===== config.mk =====
export PLATFORM = sky130hd
export DESIGN_NAME = wdt_multi
export DESIGN_NICKNAME = d
export VERILOG_FILES = /design/src/rtl/wdt_multi.sv
export SDC_FILE = /design/constraint.sdc
export NUM_CORES = 1
export LEC_CHECK = 0
export CAP_MARGIN = 10
export CORE_AREA = 4 4 193 195
export CTS_CLUSTER_DIAMETER = 60
export DETAILED_ROUTE_END_ITERATION = 10
export DIE_AREA = 0 0 197 199
export HOLD_SLACK_MARGIN = 0.1
export MAX_ROUTING_LAYER = met4
export SLEW_MARGIN = 25
export SYNTH_ARGS = -nofsm -noshare
export SYNTH_HDL_FRONTEND = slang
export SYNTH_SLANG_ARGS = --single-unit
export TNS_END_PERCENT = 20

===== constraint.sdc =====
create_clock -name clk -period 2.35 [get_ports clk]
set_input_delay 0.47 -clock clk [delete_from_list [all_inputs] [get_ports clk]]
set_output_delay 0.47 -clock clk [all_outputs]
set_load 0.01 [all_outputs]

===== src/rtl/wdt_multi.sv =====
// wdt_multi: NUM_CH independent watchdog timers behind one valid/ready command port,
// with expiry events queued onto a valid/ready irq port. Define WDT_RESET_REQ_EN for grace-timed rst_req.
module wdt_multi #(
  parameter int          NUM_CH = 4,
  parameter int          CNT_W  = 32,
  parameter int unsigned GRACE  = 16,
  parameter int          CH_W   = (NUM_CH > 1) ? $clog2(NUM_CH) : 1
) (
  input  logic              clk,
  input  logic              rst,
  input  logic              cmd_valid,
  output logic              cmd_ready,
  input  logic [1:0]        cmd_op,
  input  logic [CH_W-1:0]   cmd_ch,
  input  logic [CNT_W-1:0]  cmd_data,
  output logic              irq_valid,
  input  logic              irq_ready,
  output logic [CH_W-1:0]   irq_ch,
  output logic [NUM_CH-1:0] expired,
  output logic [NUM_CH-1:0] rst_req
);

  typedef enum logic [1:0] {
    ST_IDLE    = 2'd0,
    ST_COUNT   = 2'd1,
    ST_EXPIRED = 2'd2
  } ch_state_e;

  localparam logic [1:0] OP_ENABLE  = 2'd0;
  localparam logic [1:0] OP_DISABLE = 2'd1;
  localparam logic [1:0] OP_KICK    = 2'd2;
  localparam logic [1:0] OP_LOAD    = 2'd3;

`ifdef WDT_RESET_REQ_EN
  localparam logic [CNT_W-1:0] GRACE_C = CNT_W'(GRACE);
`else
  logic [31:0] grace_unused;
  assign grace_unused = GRACE;
`endif

  logic              cmd_fire;
  logic [NUM_CH-1:0] expire_set;

  assign cmd_ready = !rst;
  assign cmd_fire  = cmd_valid && cmd_ready;

  for (genvar gi = 0; gi < NUM_CH; gi++) begin : g_ch
    ch_state_e        state_q, state_d;
    logic [CNT_W-1:0] cnt_q, cnt_d;
    logic [CNT_W-1:0] limit_q, limit_d;
    logic             hit;
    logic             set_ev;

    assign hit = cmd_fire && (cmd_ch == CH_W'(gi));

    always_comb begin
      state_d = state_q;
      cnt_d   = cnt_q;
      limit_d = limit_q;
      set_ev  = 1'b0;
      unique case (state_q)
        ST_IDLE: begin
          cnt_d = '0;
          if (hit && cmd_op == OP_ENABLE) state_d = ST_COUNT;
        end
        ST_COUNT: begin
          // A kick landing on the expiry edge wins, so the compare uses the pre-LOAD limit.
          if (hit && cmd_op == OP_KICK) begin
            cnt_d = '0;
          end else if (cnt_q >= limit_q) begin
            state_d = ST_EXPIRED;
            cnt_d   = '0;
            set_ev  = 1'b1;
          end else begin
            cnt_d = cnt_q + CNT_W'(1);
          end
        end
        ST_EXPIRED: begin
`ifdef WDT_RESET_REQ_EN
          if (cnt_q < GRACE_C) cnt_d = cnt_q + CNT_W'(1);
`else
          cnt_d = '0;
`endif
        end
        default: begin
          state_d = ST_IDLE;
          cnt_d   = '0;
        end
      endcase
      if (hit && cmd_op == OP_LOAD) limit_d = cmd_data;
      if (hit && cmd_op == OP_DISABLE) begin
        state_d = ST_IDLE;
        cnt_d   = '0;
        set_ev  = 1'b0;
      end
    end

    always_ff @(posedge clk) begin
      if (rst) begin
        state_q <= ST_IDLE;
        cnt_q   <= '0;
        limit_q <= '0;
      end else begin
        state_q <= state_d;
        cnt_q   <= cnt_d;
        limit_q <= limit_d;
      end
    end

    assign expire_set[gi] = set_ev;
    assign expired[gi]    = (state_q == ST_EXPIRED);
`ifdef WDT_RESET_REQ_EN
    assign rst_req[gi]    = (state_q == ST_EXPIRED) && (cnt_q == GRACE_C);
`endif
  end

`ifndef WDT_RESET_REQ_EN
  assign rst_req = '0;
`endif

  logic [NUM_CH-1:0] pending_q, pending_d;
  logic [NUM_CH-1:0] pick, clr;
  logic              found;
  logic [CH_W-1:0]   sel;
  logic              slot_free;
  logic              irq_valid_q, irq_valid_d;
  logic [CH_W-1:0]   irq_ch_q, irq_ch_d;

  // Scan downwards so the last hit is the lowest-index pending channel.
  always_comb begin
    found = 1'b0;
    sel   = '0;
    pick  = '0;
    for (int i = NUM_CH - 1; i >= 0; i--) begin
      if (pending_q[i]) begin
        found   = 1'b1;
        sel     = CH_W'(i);
        pick    = '0;
        pick[i] = 1'b1;
      end
    end
  end

  always_comb begin
    slot_free   = !irq_valid_q || irq_ready;
    irq_valid_d = irq_valid_q;
    irq_ch_d    = irq_ch_q;
    clr         = '0;
    if (slot_free) begin
      irq_valid_d = found;
      if (found) begin
        irq_ch_d = sel;
        clr      = pick;
      end
    end
    // New expiries are OR-ed in after the clear so an event on the pop edge is never lost.
    pending_d = (pending_q & ~clr) | expire_set;
  end

  always_ff @(posedge clk) begin
    if (rst) begin
      pending_q   <= '0;
      irq_valid_q <= 1'b0;
      irq_ch_q    <= '0;
    end else begin
      pending_q   <= pending_d;
      irq_valid_q <= irq_valid_d;
      irq_ch_q    <= irq_ch_d;
    end
  end

  assign irq_valid = irq_valid_q;
  assign irq_ch    = irq_ch_q;

endmodule


==> summary.md <==
| Metric | Value |
|---|---|
| Status | finished clean |
| Placed cells | between 2k and 2.5k |
| Core box area | 0.0354 mm2 |
| Port buffer count | between 40 and 50 |
| Worst setup path startpoint | g_ch[3].cnt_q[19]$_SDFF_PP0_ |
| Fin. max-slew vios | 0 |
| Fin crit share | between 90% and 100% |
| Cell internal pwr | around 8500 uW |
| Cell variety after synth | 64 |
| Sw Ratio | between 20% and 30% |
| Pin count of the biggest net entering global routing | between 60 and 70 |
| R2R Path End | g_ch[3].state_q[1]$_SDFFE_PP0P_ |
| Power density over cell area | roughly 630 mW/mm2 |
| Hpwl dp | between 20000 and 30000 um |
| Hold/Removal Path Class | input pin to flop |
| Row count | 69 |
| ANT cells | 0 |
| Vias in the first global route | ~11k |
| DR vias | around 11k |
| Clk Tree Root Cell | clkbuf_16 |
| CP Buf/Inv Count | 2 |
| Placer Congestion | between 0.8 and 0.9 |
| M1 GR Usage | between 20 and 25% |
| Crit path cell chain | ha_1 > a21oi_1 > o21ai_0 > a221oi_2 > buf_4 > nand3_1 > o21ai_1 > buf_4 > nor2b_1 > o21ai_0 |
| M2 GR Usage | roughly a third |
| Syn Inst Count | roughly 1.7k |
| GRT Max-Usage Layer | met2 |
| YS warnings | 0 |
| Max VDD drop | between 300 and 400 uV |
| Cells on worst reg2reg path | 10 |
| Detailed Routing Iterations Pass 1 | 5 |
| Least-Margin Pin Slew | 706 ps |
| Mux cell area share after synthesis | 0% |
| Net Sw Power | 2320 uW |
| Largest family of logic cells by synthesized area | simple AND/OR/NAND/NOR gates |
| Flops & latches, synth | 271 |
| DRT iter0 DRCs | ~620 |
| Post-synthesis adder-cell area fraction | 12.0% |
| Worst slew margin | 52.9% |
| M3 GR Usage | about 2.5% |
| Non-Filler Instances | 2313 |
| Top_reg_cell synth | dfxtp_1 |
| Synth async-reset ratio | 0% |
| DR WL/cell | ~16 um |
| Clock latency on the worst-skew pair | approximately 510 ps |
| Die area | 0.0392 mm2 |
| CP endpoint | g_ch[3].state_q[1]$_SDFFE_PP0P_ |
| Clock network fraction of total power | 53.0% |
| Crit start category | flop |
| Clock Path Buffers | 3 |
| Worst Path Required | 2720 ps |
| Area Growth Syn to Fin | 23.2% |
| Crit path largest cell delay | ~340 ps |
| Final Critical Period | 2280 ps |
| Skew final | 13.5 ps |
| Num ports | 52 |
| Crit path depth | 10 |
| Crit path kind | flop to flop |
| Achievable Freq | 439 MHz |
| Synthesized area per cell | a little over 8 um2 |
| Clock-pin slew on the worst setup and hold paths | 60 ps |
| Simple-Gate Fraction of Synth Area | between 20% and 30% |
| Setup tns final | 0 ps |
| CTS tree | built |
| Reg2Reg Launch Point | g_ch[3].cnt_q[19]$_SDFF_PP0_ |
| Post-synthesis sequential area ratio | about 40% |
| Fraction of layout cells with a size suffix above 1 | 11.9% |
| CP Capture Type | flop |
| Final net count | about 2k |
| Initial antenna violation count | 0 |
| Unrepaired setup endpoints after global routing | yes |
| Initial Util | between 30% and 40% |
| Die height | 199 um |
| TritonCTS buffer count | 34 |
| Dpl ws | -34.8 ps |
| Drt drc | 0 |
| Avg Vias per Cell | 4.93 |
| Comb pwr share | 4.1% |
| Critical Path Fanout Max | 3 |
| Sequential share of power | 42.9% |
| Clock sink count | ~270 |
| Synthesized area | roughly 0.014 mm2 |
| Internal reg-to-reg setup slack | 70 ps |
| Critical-path top delay cell | dfxtp_1 |
| XOR/XNOR Fraction of Synth Area | approximately 7.6% |
| Final ANT Viol Nets | 0 |
| Number of synthesized flops with an enable pin | 0 |
| Compound-Gate Fraction of Synth Area | between 10 and 15% |
| Final hold violations | 0 |
| Total Wirelength | ~36000 um |
| All-layer global routing usage | between 15 and 20% |
| Max-cap viol count | 0 |
| Crit-path leading delay family | compound AO/OA/AOI/OAI gates |
| Slack of the critical path | between 70 and 80 ps |
| Static Leak | roughly 0.0063 uW |
| First-pass GRT wire length | 56800 um |
| Die X | 197 um |
| Final setup vio count | 0 |
| Crit path DAT | 2650 ps |
| Grt ovf | 0 |
| H-Tree Depth | 2 |
logic make-up (layout without fill, tap and decap cells):
group / after synthesis / count (layout)
and+or+nand+nor: 703 / 703
xor gates and xnor gates: 119 / 119
adders and majority gates: 132 / 132
DFF: 271 / 271
buffers and inverters: 214 / 350
other: 1 / 4
AOI/OAI and AO/OA: 273 / 273
layout make-up:
class | count | area, um2
Multi-Input combinational cell | 1231 | 7790
Clock inverter | 16 | 221
Fill cell | 3473 | 18400
Timing Repair Buffer | 137 | 1340
Sequential cell | 271 | 5440
Clock buffer | 46 | 1040
Inverter | 151 | 567
Tap cell | 461 | 577
worst reg2reg max path: cells and delay by family (launching register included):
family	cells	cell delay [ps]
AOI/OAI and AO/OA	5	930
adders and majority gates	1	320
buffers and inverters	2	320
DFF	1	340
and+or+nand+nor	2	240
power groups by stage:
stage	combinational [uW]	sequential [uW]	clock, uW
finish	441	4630	5710
CTS	415	4630	5830
global route	475	4630	6020
global placement	405	4730	0
floorplan	168	4720	0
detailed placement	409	4730	0
cell usage in the layout, fill, tap and decap left out, drive strengths merged, types with 8 or more instances in the layout:
master         count
nand2            322
nand4             40
inv              151
nor2             185
xor2              69
xnor2             50
clkbuf            50
nor2b             13
nor3               8
a21oi            173
nand3             56
a21o              37
ha               132
o21ai             19
and3              19
and4              15
buf               87
and2              11
clkdlybuf4s50     46
dfxtp            271
o211ai             9
what timing repair did:
| item | in CTS | in global routing |
|---|---|---|
| pin swaps | 0 | 21 |
| endpoints found under the hold margin | 0 | 0 |
| gates cloned | 0 | 6 |
| resized for setup | 5 | 60 |
| buffers inserted | 0 | 3 |
| hold buffers | 0 | 0 |
| setup endpoints to repair | 65 | 137 |
flip-flops by register name, summed over array words and instances (netlist names):
register / cells
g_ch.cnt_q: 128
g_ch.limit_q: 128
g_ch.state_q: 8
irq_ch: 2
irq_valid: 1
pending_q: 4
worst min-delay path by stage:
stage	slack, ps	cells past startpoint	startpoint	endpoint
3_3_place_gp	420	1	g_ch[1].state_q[1]$_SDFFE_PP0P_	g_ch[1].state_q[0]$_SDFFE_PP0P_
4_1_cts	210	2	rst	g_ch[3].limit_q[28]$_SDFFE_PP0P_
5_1_grt	220	2	rst	g_ch[3].limit_q[28]$_SDFFE_PP0P_
3_5_place_dp	430	1	g_ch[1].state_q[1]$_SDFFE_PP0P_	g_ch[1].state_q[0]$_SDFFE_PP0P_
6_report	220	2	rst	g_ch[3].limit_q[28]$_SDFFE_PP0P_
2_1_floorplan	400	1	g_ch[1].state_q[1]$_SDFFE_PP0P_	g_ch[1].state_q[0]$_SDFFE_PP0P_
metrics by stage:
stage,total power (uW),hold WS [ps],cell area (um2),utilization [%]
after floorplan,4890,399,13800,-
after global placement,5130,422,15300,43.1
after detailed placement,5140,428,15300,43.1
after CTS,10900,211,16500,46.7
after global routing,11100,217,17000,48.0
final,10800,222,17000,48.0
cell usage after synthesis, drive strengths merged (3+ instances only):
master  number  area, um2
buf         32        185
or2          3       18.8
a221oi       3       32.5
nand2      322       1210
nor2b       13       81.3
and3        19        119
nand4       40        280
ha         132       1650
a21o        37        278
o31a         3       26.3
o21a         3       22.5
dfxtp      271       5430
inv        150        563
xnor2       50        438
a31oi        4       25.0
or3          7       48.8
nand3       56        285
xor2        69        604
and2        11       70.1
nor3         8       61.3
clkbuf      31        116
a21oi      173        866
o211ai       9       67.6
or4          3       22.5
nor4         7       65.1
o21ai       19       95.1
nor3b        3       27.5
and4        15        131
nand2b       7       43.8
nor2       185        694
metal layers:
metal	up-vias	part of all wire, %
met5	-	0
met2	151	50
met1	5292	44
met4	0	2.5
met3	56	3.1
li1	5902	-
Power figures use the tool's default switching activity.
